**config.mk**
```make
export PLATFORM = sky130hd
export DESIGN_NAME = scp_program_loader
export DESIGN_NICKNAME = d
export VERILOG_FILES = /design/src/rtl/scp_program_loader.sv
export SDC_FILE = /design/constraint.sdc
export NUM_CORES = 1
export LEC_CHECK = 0
export CAP_MARGIN = 20
export CORE_MARGIN = 5
export CORE_UTILIZATION = 55
export CTS_CLUSTER_DIAMETER = 100
export DETAILED_ROUTE_END_ITERATION = 8
export DONT_BUFFER_PORTS = 1
export PLACE_DENSITY = 0.72
export RECOVER_POWER = 50
export SLEW_MARGIN = 20
export SYNTH_ARGS = -nofsm -noshare
export SYNTH_HDL_FRONTEND = slang
export SYNTH_SLANG_ARGS = --single-unit
```
**constraint.sdc**
```tcl
create_clock -name clk -period 2.2 [get_ports clk]
set_input_delay 0.11 -clock clk [delete_from_list [all_inputs] [get_ports clk]]
set_output_delay 0.11 -clock clk [all_outputs]
set_load 0.005 [all_outputs]
```
**src/rtl/scp_program_loader.sv**
```systemverilog
// rtl/scp_program_loader.sv - byte-serial loader writing framed words into instruction/data memory
// Holds the core in reset while loading; releases it only after a frame's checksum matches.
module scp_program_loader #(
  parameter int MAX_WORDS = 1024,
  parameter int TIMEOUT   = 1000
) (
  input  logic        clk,
  input  logic        rst,
  input  logic        in_valid,
  input  logic [7:0]  in_data,
  output logic        in_ready,
  output logic        mem_we,
  output logic        mem_sel,
  output logic [31:0] mem_addr,
  output logic [31:0] mem_wdata,
  input  logic        mem_ready,
  output logic        core_rstb,
  output logic        done,
  output logic        err,
  output logic [2:0]  err_code
);

  localparam logic [2:0] S_IDLE  = 3'd0;
  localparam logic [2:0] S_TGT   = 3'd1;
  localparam logic [2:0] S_ADDR  = 3'd2;
  localparam logic [2:0] S_CNT   = 3'd3;
  localparam logic [2:0] S_DATA  = 3'd4;
  localparam logic [2:0] S_WRITE = 3'd5;
  localparam logic [2:0] S_CSUM  = 3'd6;

  localparam int TW = $clog2(TIMEOUT + 1);

  logic [2:0]    state;
  logic [1:0]    bcnt;
  logic [15:0]   remain;
  logic [7:0]    csum;
  logic [TW-1:0] idle_cnt;

  logic          accept;
  logic          timing;
  logic          timed_out;
  logic          fail;
  logic [2:0]    fail_code;
  logic [31:0]   addr_next;
  logic [15:0]   cnt_next;

  assign in_ready  = (state != S_WRITE);
  assign mem_we    = (state == S_WRITE);
  assign accept    = in_valid && in_ready;
  assign timing    = (state inside {S_TGT, S_ADDR, S_CNT, S_DATA, S_CSUM});
  assign timed_out = timing && !accept && (idle_cnt == TW'(TIMEOUT - 1));
  // Multi-byte fields arrive little-endian, so each new byte shifts in from the top.
  assign addr_next = {in_data, mem_addr[31:8]};
  assign cnt_next  = {in_data, remain[15:8]};

  always_comb begin
    fail      = 1'b0;
    fail_code = 3'd0;
    if (timed_out) begin
      fail      = 1'b1;
      fail_code = 3'd5;
    end else if (accept) begin
      case (state)
        S_TGT:  if (in_data > 8'd1) begin
                  fail = 1'b1; fail_code = 3'd1;
                end
        S_ADDR: if (bcnt == 2'd3 && addr_next[1:0] != 2'd0) begin
                  fail = 1'b1; fail_code = 3'd2;
                end
        S_CNT:  if (bcnt == 2'd1 && 32'(cnt_next) > MAX_WORDS) begin
                  fail = 1'b1; fail_code = 3'd3;
                end
        S_CSUM: if (in_data != csum) begin
                  fail = 1'b1; fail_code = 3'd4;
                end
        default: ;
      endcase
    end
  end

  always_ff @(posedge clk) begin
    if (rst) begin
      state     <= S_IDLE;
      bcnt      <= 2'd0;
      remain    <= 16'd0;
      csum      <= 8'd0;
      idle_cnt  <= '0;
      mem_sel   <= 1'b0;
      mem_addr  <= 32'd0;
      mem_wdata <= 32'd0;
      core_rstb <= 1'b0;
      done      <= 1'b0;
      err       <= 1'b0;
      err_code  <= 3'd0;
    end else begin
      if (timing && !accept) idle_cnt <= idle_cnt + 1'b1;
      else                   idle_cnt <= '0;

      if (accept && state != S_IDLE && state != S_CSUM) csum <= csum + in_data;

      if (fail) begin
        state    <= S_IDLE;
        err      <= 1'b1;
        err_code <= fail_code;
      end else begin
        case (state)
          S_IDLE: if (accept && in_data == 8'hA5) begin
            state     <= S_TGT;
            done      <= 1'b0;
            err       <= 1'b0;
            err_code  <= 3'd0;
            core_rstb <= 1'b0;
            csum      <= 8'd0;
            bcnt      <= 2'd0;
          end
          S_TGT: if (accept) begin
            mem_sel <= in_data[0];
            state   <= S_ADDR;
          end
          S_ADDR: if (accept) begin
            mem_addr <= addr_next;
            bcnt     <= bcnt + 2'd1;
            if (bcnt == 2'd3) state <= S_CNT;
          end
          S_CNT: if (accept) begin
            remain <= cnt_next;
            bcnt   <= bcnt + 2'd1;
            if (bcnt == 2'd1) begin
              bcnt  <= 2'd0;
              state <= (cnt_next == 16'd0) ? S_CSUM : S_DATA;
            end
          end
          S_DATA: if (accept) begin
            mem_wdata <= {in_data, mem_wdata[31:8]};
            bcnt      <= bcnt + 2'd1;
            if (bcnt == 2'd3) state <= S_WRITE;
          end
          S_WRITE: if (mem_ready) begin
            mem_addr <= mem_addr + 32'd4;
            remain   <= remain - 16'd1;
            state    <= (remain == 16'd1) ? S_CSUM : S_DATA;
          end
          S_CSUM: if (accept) begin
            done      <= 1'b1;
            core_rstb <= 1'b1;
            state     <= S_IDLE;
          end
          default: state <= S_IDLE;
        endcase
      end
    end
  end

endmodule

```
# Word level (Yosys, flattened, before mapping)
# Cells that the tools add are included.
dict set report word_totals {
  inputBits 12
  rom_bits 0
  elab_cells 126
  ram_bits 0
  reg_bits 109
  latchBits 0
  out_inout_bits 73
  memories 0
}
dict set report classes {
  multipliers 0
  n_shift 0
  bitwise 2
  n_addsub 5
  order_cmp 2
  n_eq_ne 25
  div_mod_pow 0
  muxes 50
  reduce_logical 31
}
# cell n
set ops {}
lappend ops {{2-to-1 mux 32 bit} 2}
lappend ops {{one-hot mux 32 bit (2 select lines)} 1}
lappend ops {{2-to-1 mux 3 bit} 16}
lappend ops {{adder 32 x 3 -> 32 bit, second input constant} 1}
lappend ops {{2-to-1 mux 16 bit} 2}
lappend ops {{2-to-1 mux 8 bit} 4}
lappend ops {{one-hot mux 16 bit (2 select lines)} 1}
lappend ops {{one-hot mux 3 bit (7 select lines)} 1}
lappend ops {{equality test 16 x 1 -> 1 bit, second input constant} 1}
lappend ops {{greater-than comparator 16 x 11 -> 1 bit, second input constant} 1}
lappend ops {{logical NOT 16 bit} 1}
lappend ops {{2-to-1 mux 2 bit} 8}
lappend ops {{subtractor 16 x 1 -> 16 bit, second input constant} 1}
lappend ops {{inequality test 2 bit, second input constant} 6}
lappend ops {{one-hot mux 3 bit (4 select lines)} 1}
lappend ops {{AND reduction 4 bit} 3}
lappend ops {{nonzero test 2 bit} 6}
lappend ops {{2-to-1 mux 1 bit} 11}
lappend ops {{adder 10 x 1 -> 10 bit, second input constant} 1}
lappend ops {{equality test 10 bit, second input constant} 1}
lappend ops {{inequality test 2 x 1 -> 1 bit, second input constant} 5}
lappend ops {{AND reduction 10 bit} 1}
lappend ops {{equality test 3 bit, second input constant} 3}
lappend ops {{adder 8 bit} 1}
lappend ops {{other kinds (22)} 36}

# Depth between registers and ports, before layout
dict set report logic_depth {
  word_depth 8
  depth_mapped 10
  ltp_nobuf 8
}

# Least setup slack after synthesis
# OpenSTA, ideal clock, no wires.
dict set report synth_timing {
  kind {reg2reg}
  from {register remain[8]}
  to {register mem_addr[26]}
  t_required_ns 2.112
  path_buffers 3
  slack_ns -0.048
  path_stages_with_launch 10
  setup_time_ns 0.088
  period_less_slack_ns 2.248
  arrival_time_ns 2.160
  cell_sequence {dfxtp_1 > buf_2 > nor4_4 > nand4_2 > a2111oi_4 > a21o_1 > buf_4 > buf_6 > a21oi_1 > a311oi_2}
}
dict set report synth_between {
  elab_chain_cells 8
}
# item line
set synth_lines {}
lappend synth_lines {{start: declaration} 35} ;# logic [15:0] remain;
lappend synth_lines {{start signal: assignment} 126} ;# remain <= cnt_next;
lappend synth_lines {{start signal: assignment} 140} ;# remain <= remain - 16'd1;
lappend synth_lines {{greater-than comparator 16 x 11 -> 1 bit} 70} ;# S_CNT: if (bcnt == 2'd1 && 32'(cnt_next) > MAX_WORDS) begin
lappend synth_lines {{logical AND 1 bit} 70}
lappend synth_lines {{2-to-1 mux 1 bit} 70}
lappend synth_lines {{one-hot mux 1 bit (4 select lines)} 63} ;# case (state)
lappend synth_lines {{2-to-1 mux 1 bit} 62} ;# end else if (accept) begin
lappend synth_lines {{2-to-1 mux 1 bit} 59} ;# if (timed_out) begin
lappend synth_lines {{inverter 1 bit (no line)} --}
lappend synth_lines {{AND reduction 4 bit (no line)} --}
lappend synth_lines {{end signal: assignment} 121} ;# mem_addr <= addr_next;
lappend synth_lines {{end signal: assignment} 139} ;# mem_addr <= mem_addr + 32'd4;
lappend synth_lines {{end: declaration} 14} ;# output logic [31:0] mem_addr,
# Every way passes these cells.
# A chain may end at the register's enable or synchronous reset.

# Final worst setup path
dict set report layout_timing {
  from {register remain[11]}
  to {register remain[12]}
}
dict set report layout_between {
  elab_chain_cells 8
  elab_cells_between_ends 11
  cone_classes {1 x add/sub; 1 x order compare; 6 x mux; 1 x bitwise; 2 x reduce/logical}
}
# item line
set layout_lines {}
lappend layout_lines {{greater-than comparator 16 x 11 -> 1 bit} 70}
lappend layout_lines {{logical AND 1 bit} 70}
lappend layout_lines {{2-to-1 mux 1 bit} 70}
lappend layout_lines {{one-hot mux 1 bit (4 select lines)} 63}
lappend layout_lines {{2-to-1 mux 1 bit} 62}
lappend layout_lines {{2-to-1 mux 1 bit} 59}
lappend layout_lines {{inverter 1 bit (no line)} --}
lappend layout_lines {{AND reduction 4 bit (no line)} --}
# Several ways; a longest one is shown, not always the timed one. The select of a mux whose other input is x is not followed.

==> results.cfg <==
[global_route]
gr-total-overflow = 0
grt_pass1_wl_um = 28470
grt_pass1_vias = 5626
busiest_layer = met2
grt_antenna_before_repair = 0
grt.total_usage_pct = 27.14
met1_usage_pct = 35.52
grt_use_met3_pct = 6.154
grt_use_met2_pct = 43.44
grt_max_degree = 72

[placement]
post_dp_cell_area_um2 = 6362
gp_congestion = 0.8603
dp_hpwl_um = 11710
place_inst = 926
io_buffers = 0

[synthesis]
synth-xor-area-share_pct = 1.936
syn_area_per_cell_um2 = 7.570
yosys_most_used_dff = dfxtp_1
synth_area_um2 = 5882
yosys.area_share.simple_pct = 25.87
synth_top_area_cell = dfxtp_1
synth_top_family_by_area = simple AND/OR/NAND/NOR gates
seq_area_frac_synth_pct = 37.10
synth_cell_types = 67
yosys-top-cells-count = 135 x nand2_1, 109 x dfxtp_1, 101 x a21oi_1
ys_warn_count = 0
syn_inst = 777
synth_edf_count = 0
async_reset_ff_share_pct = 0
muxShareOfSynthArea_pct = 1.191
ys_ff_latch = 109
synth.most_common_cell = nand2_1
synth_compound_area_share_pct = 25.38
syn_nets = 804
synthTopCellsByArea = dfxtp_1 37%, nand2_1 8.6%, a21oi_1 8.6%
synth_top_area_share_pct = 37.10
yosys.area_share.adder_pct = 3.318

[cts]
ctsLongestPathBuffers = 2
cts-htree-levels = 3
clk_latency_ns = 0.39
cts-root-buf = clkbuf_8
clock-sinks = 109
cts_made_buffers = 9
path_clk_slew_ns = 0.11
cts_tree = built

[route]
drt_wl_total_um = 18480
routedWlPerCell_um = 18.76
drc = 0
vias = 6232
ant_nets = 0
routed_via_density = 6.327
first_pass_iters = 5
drt-initial-drc-count = 803

[sta]
period_minus_slack_ns = 2.247
fmax_mhz = 445.1
setup_viol = 5
hold_ws_ns = 0.004533
period_share_pct = 102.1
drv_slew = 0
setup_slack_ns = -0.04658
slew_headroom_pct = 65.06
tightestPinTransition_ns = 0.5219
skew_ns = 0.01418
hold_viol = 0
grt_setup_unrepaired = yes

[layout]
drive_gt1_share_pct = 16.73
final_cells = 985
antenna_cells = 0
area_delta_synth_final_pct = 22.93
final_area_um2 = 7231
layout.nets = 871
post-route-util_pct = 69.73

[power_and_ir_drop]
ir_drop_uv = 357.3
powerDensity_nw_per_um2 = 538.7
p_leak_nw = 2.591

[floorplanning]
die_h_um = 113.4
boundaryPins = 85
initial_core_util_pct = 56.72
core_area_um2 = 10370
rows = 37
dieArea_um2 = 12860
die_w_um = 113.4

[worst_setup_path]
path_class = reg -> reg
crit_required_ns = 2.45
critical_path.startpoint_type = register
critPathCaptureType = register
worst-path-max-fanout = 6
crit_arrival_ns = 2.49

[flow_run]
drv_cap = 0

[run_status]
status = finished with violations
violations = setup timing

[worst_hold_path]
hold_path.class = in -> reg
worst max-delay path, stage by stage, from the launching register on:
cell,delay [ns]
dfxtp_2,0.35
nor4_4,0.34
nand4_2,0.21
buf_6,0.18
a211oi_4,0.29
o21ai_4,0.13
nor2_1,0.44
a221oi_1,0.17
final timing paths:
check,end,from,slack (ns),depth (start not counted)
setup / recovery,remain[12],remain[11],-0.05,7
hold / removal,remain[15],in_data[7],0.005,3
setup reg to reg,remain[12],remain[11],-0.05,7
hold reg to reg,idle_cnt[0],idle_cnt[0],0.45,1
layout by cell type (no fill, tap or decap), types with 6 or more instances in the layout:
cell type / synthesis / routed
nand2_1: 135 / 134
dfxtp_1: 109 / 104
a21oi_1: 101 / 91
nor2_1: 66 / 65
buf_4: 2 / 60
o21ai_0: 37 / 34
nand3_1: 30 / 30
nor3_1: 27 / 26
dlygate4sd3_1: 0 / 26
inv_1: 20 / 20
ha_1: 14 / 14
a211oi_1: 12 / 10
nand4_1: 10 / 10
o22ai_1: 9 / 9
o32ai_1: 11 / 9
clkbuf_8: 0 / 9
xnor2_1: 8 / 8
a21oi_2: 0 / 8
nand2b_1: 7 / 7
and3_1: 8 / 7
mux2i_1: 7 / 7
clkbuf_1: 38 / 7
or3_1: 7 / 6
o21a_1: 6 / 6
a21o_1: 7 / 6
buf_6: 1 / 6
state kept, by name, indices dropped and copies added, names as in the netlist:
| signal | cells |
|---|---|
| done | 1 |
| mem_addr | 32 |
| remain | 16 |
| state | 3 |
| mem_sel | 1 |
| err_code | 3 |
| err | 1 |
| bcnt | 2 |
| csum | 8 |
| idle_cnt | 10 |
| mem_wdata | 32 |
timing repair:
item,CTS,global route
resized for setup,14,44
hold buffers,26,1
gates cloned,1,3
endpoints found under the hold margin,90,1
setup buffers,6,6
setup endpoints to repair,37,58
pin swaps,4,17
cells by family after synthesis:
logic type	after synthesis
flops	109
mux	7
compound gates	234
buf+inv	75
simple gates	324
xor+xnor	13
fa+ha+maj	15
final cells by class:
class / instances / area, um^2
clock buffer: 9 / 123.9
clock inverter: 7 / 83.83
fill: 848 / 3139
inverter: 22 / 86.33
multi-input combinational: 594 / 3587
sequential: 109 / 2188
tap: 136 / 170.2
timing repair buffer: 108 / 991.0
power breakdown:
part	leakage (nW)	internal, W	total (W)	switching, W
Combinational	1.61	0.000248	0.000593	0.000345
Sequential	0.880	0.00201	0.00204	0.0000293
Clock	0.105	0.000461	0.00126	0.000802
per-stage QoR:
| step | power (W) | TNS, ns | setup WS (ns) |
|---|---|---|---|
| 3_3_place_gp | 0.002550 | -3.976 | -0.2629 |
| 5_1_grt | 0.004051 | -0.8325 | -0.09404 |
| 3_5_place_dp | 0.002564 | -6.276 | -0.3352 |
| 6_report | 0.003895 | -0.1647 | -0.04658 |
| 2_1_floorplan | 0.002440 | 0 | 0.004988 |
| 4_1_cts | 0.003859 | -0.08289 | -0.02889 |
routing by layer:
| metal | vias up | share of wire (%) |
|---|---|---|
| li1 | 2933 | - |
| met1 | 2950 | 42 |
| met2 | 303 | 46 |
| met3 | 46 | 9.1 |
| met4 | 0 | 3.0 |
| met5 | - | 0 |
Note: power is estimated with default switching activity, not from simulation.
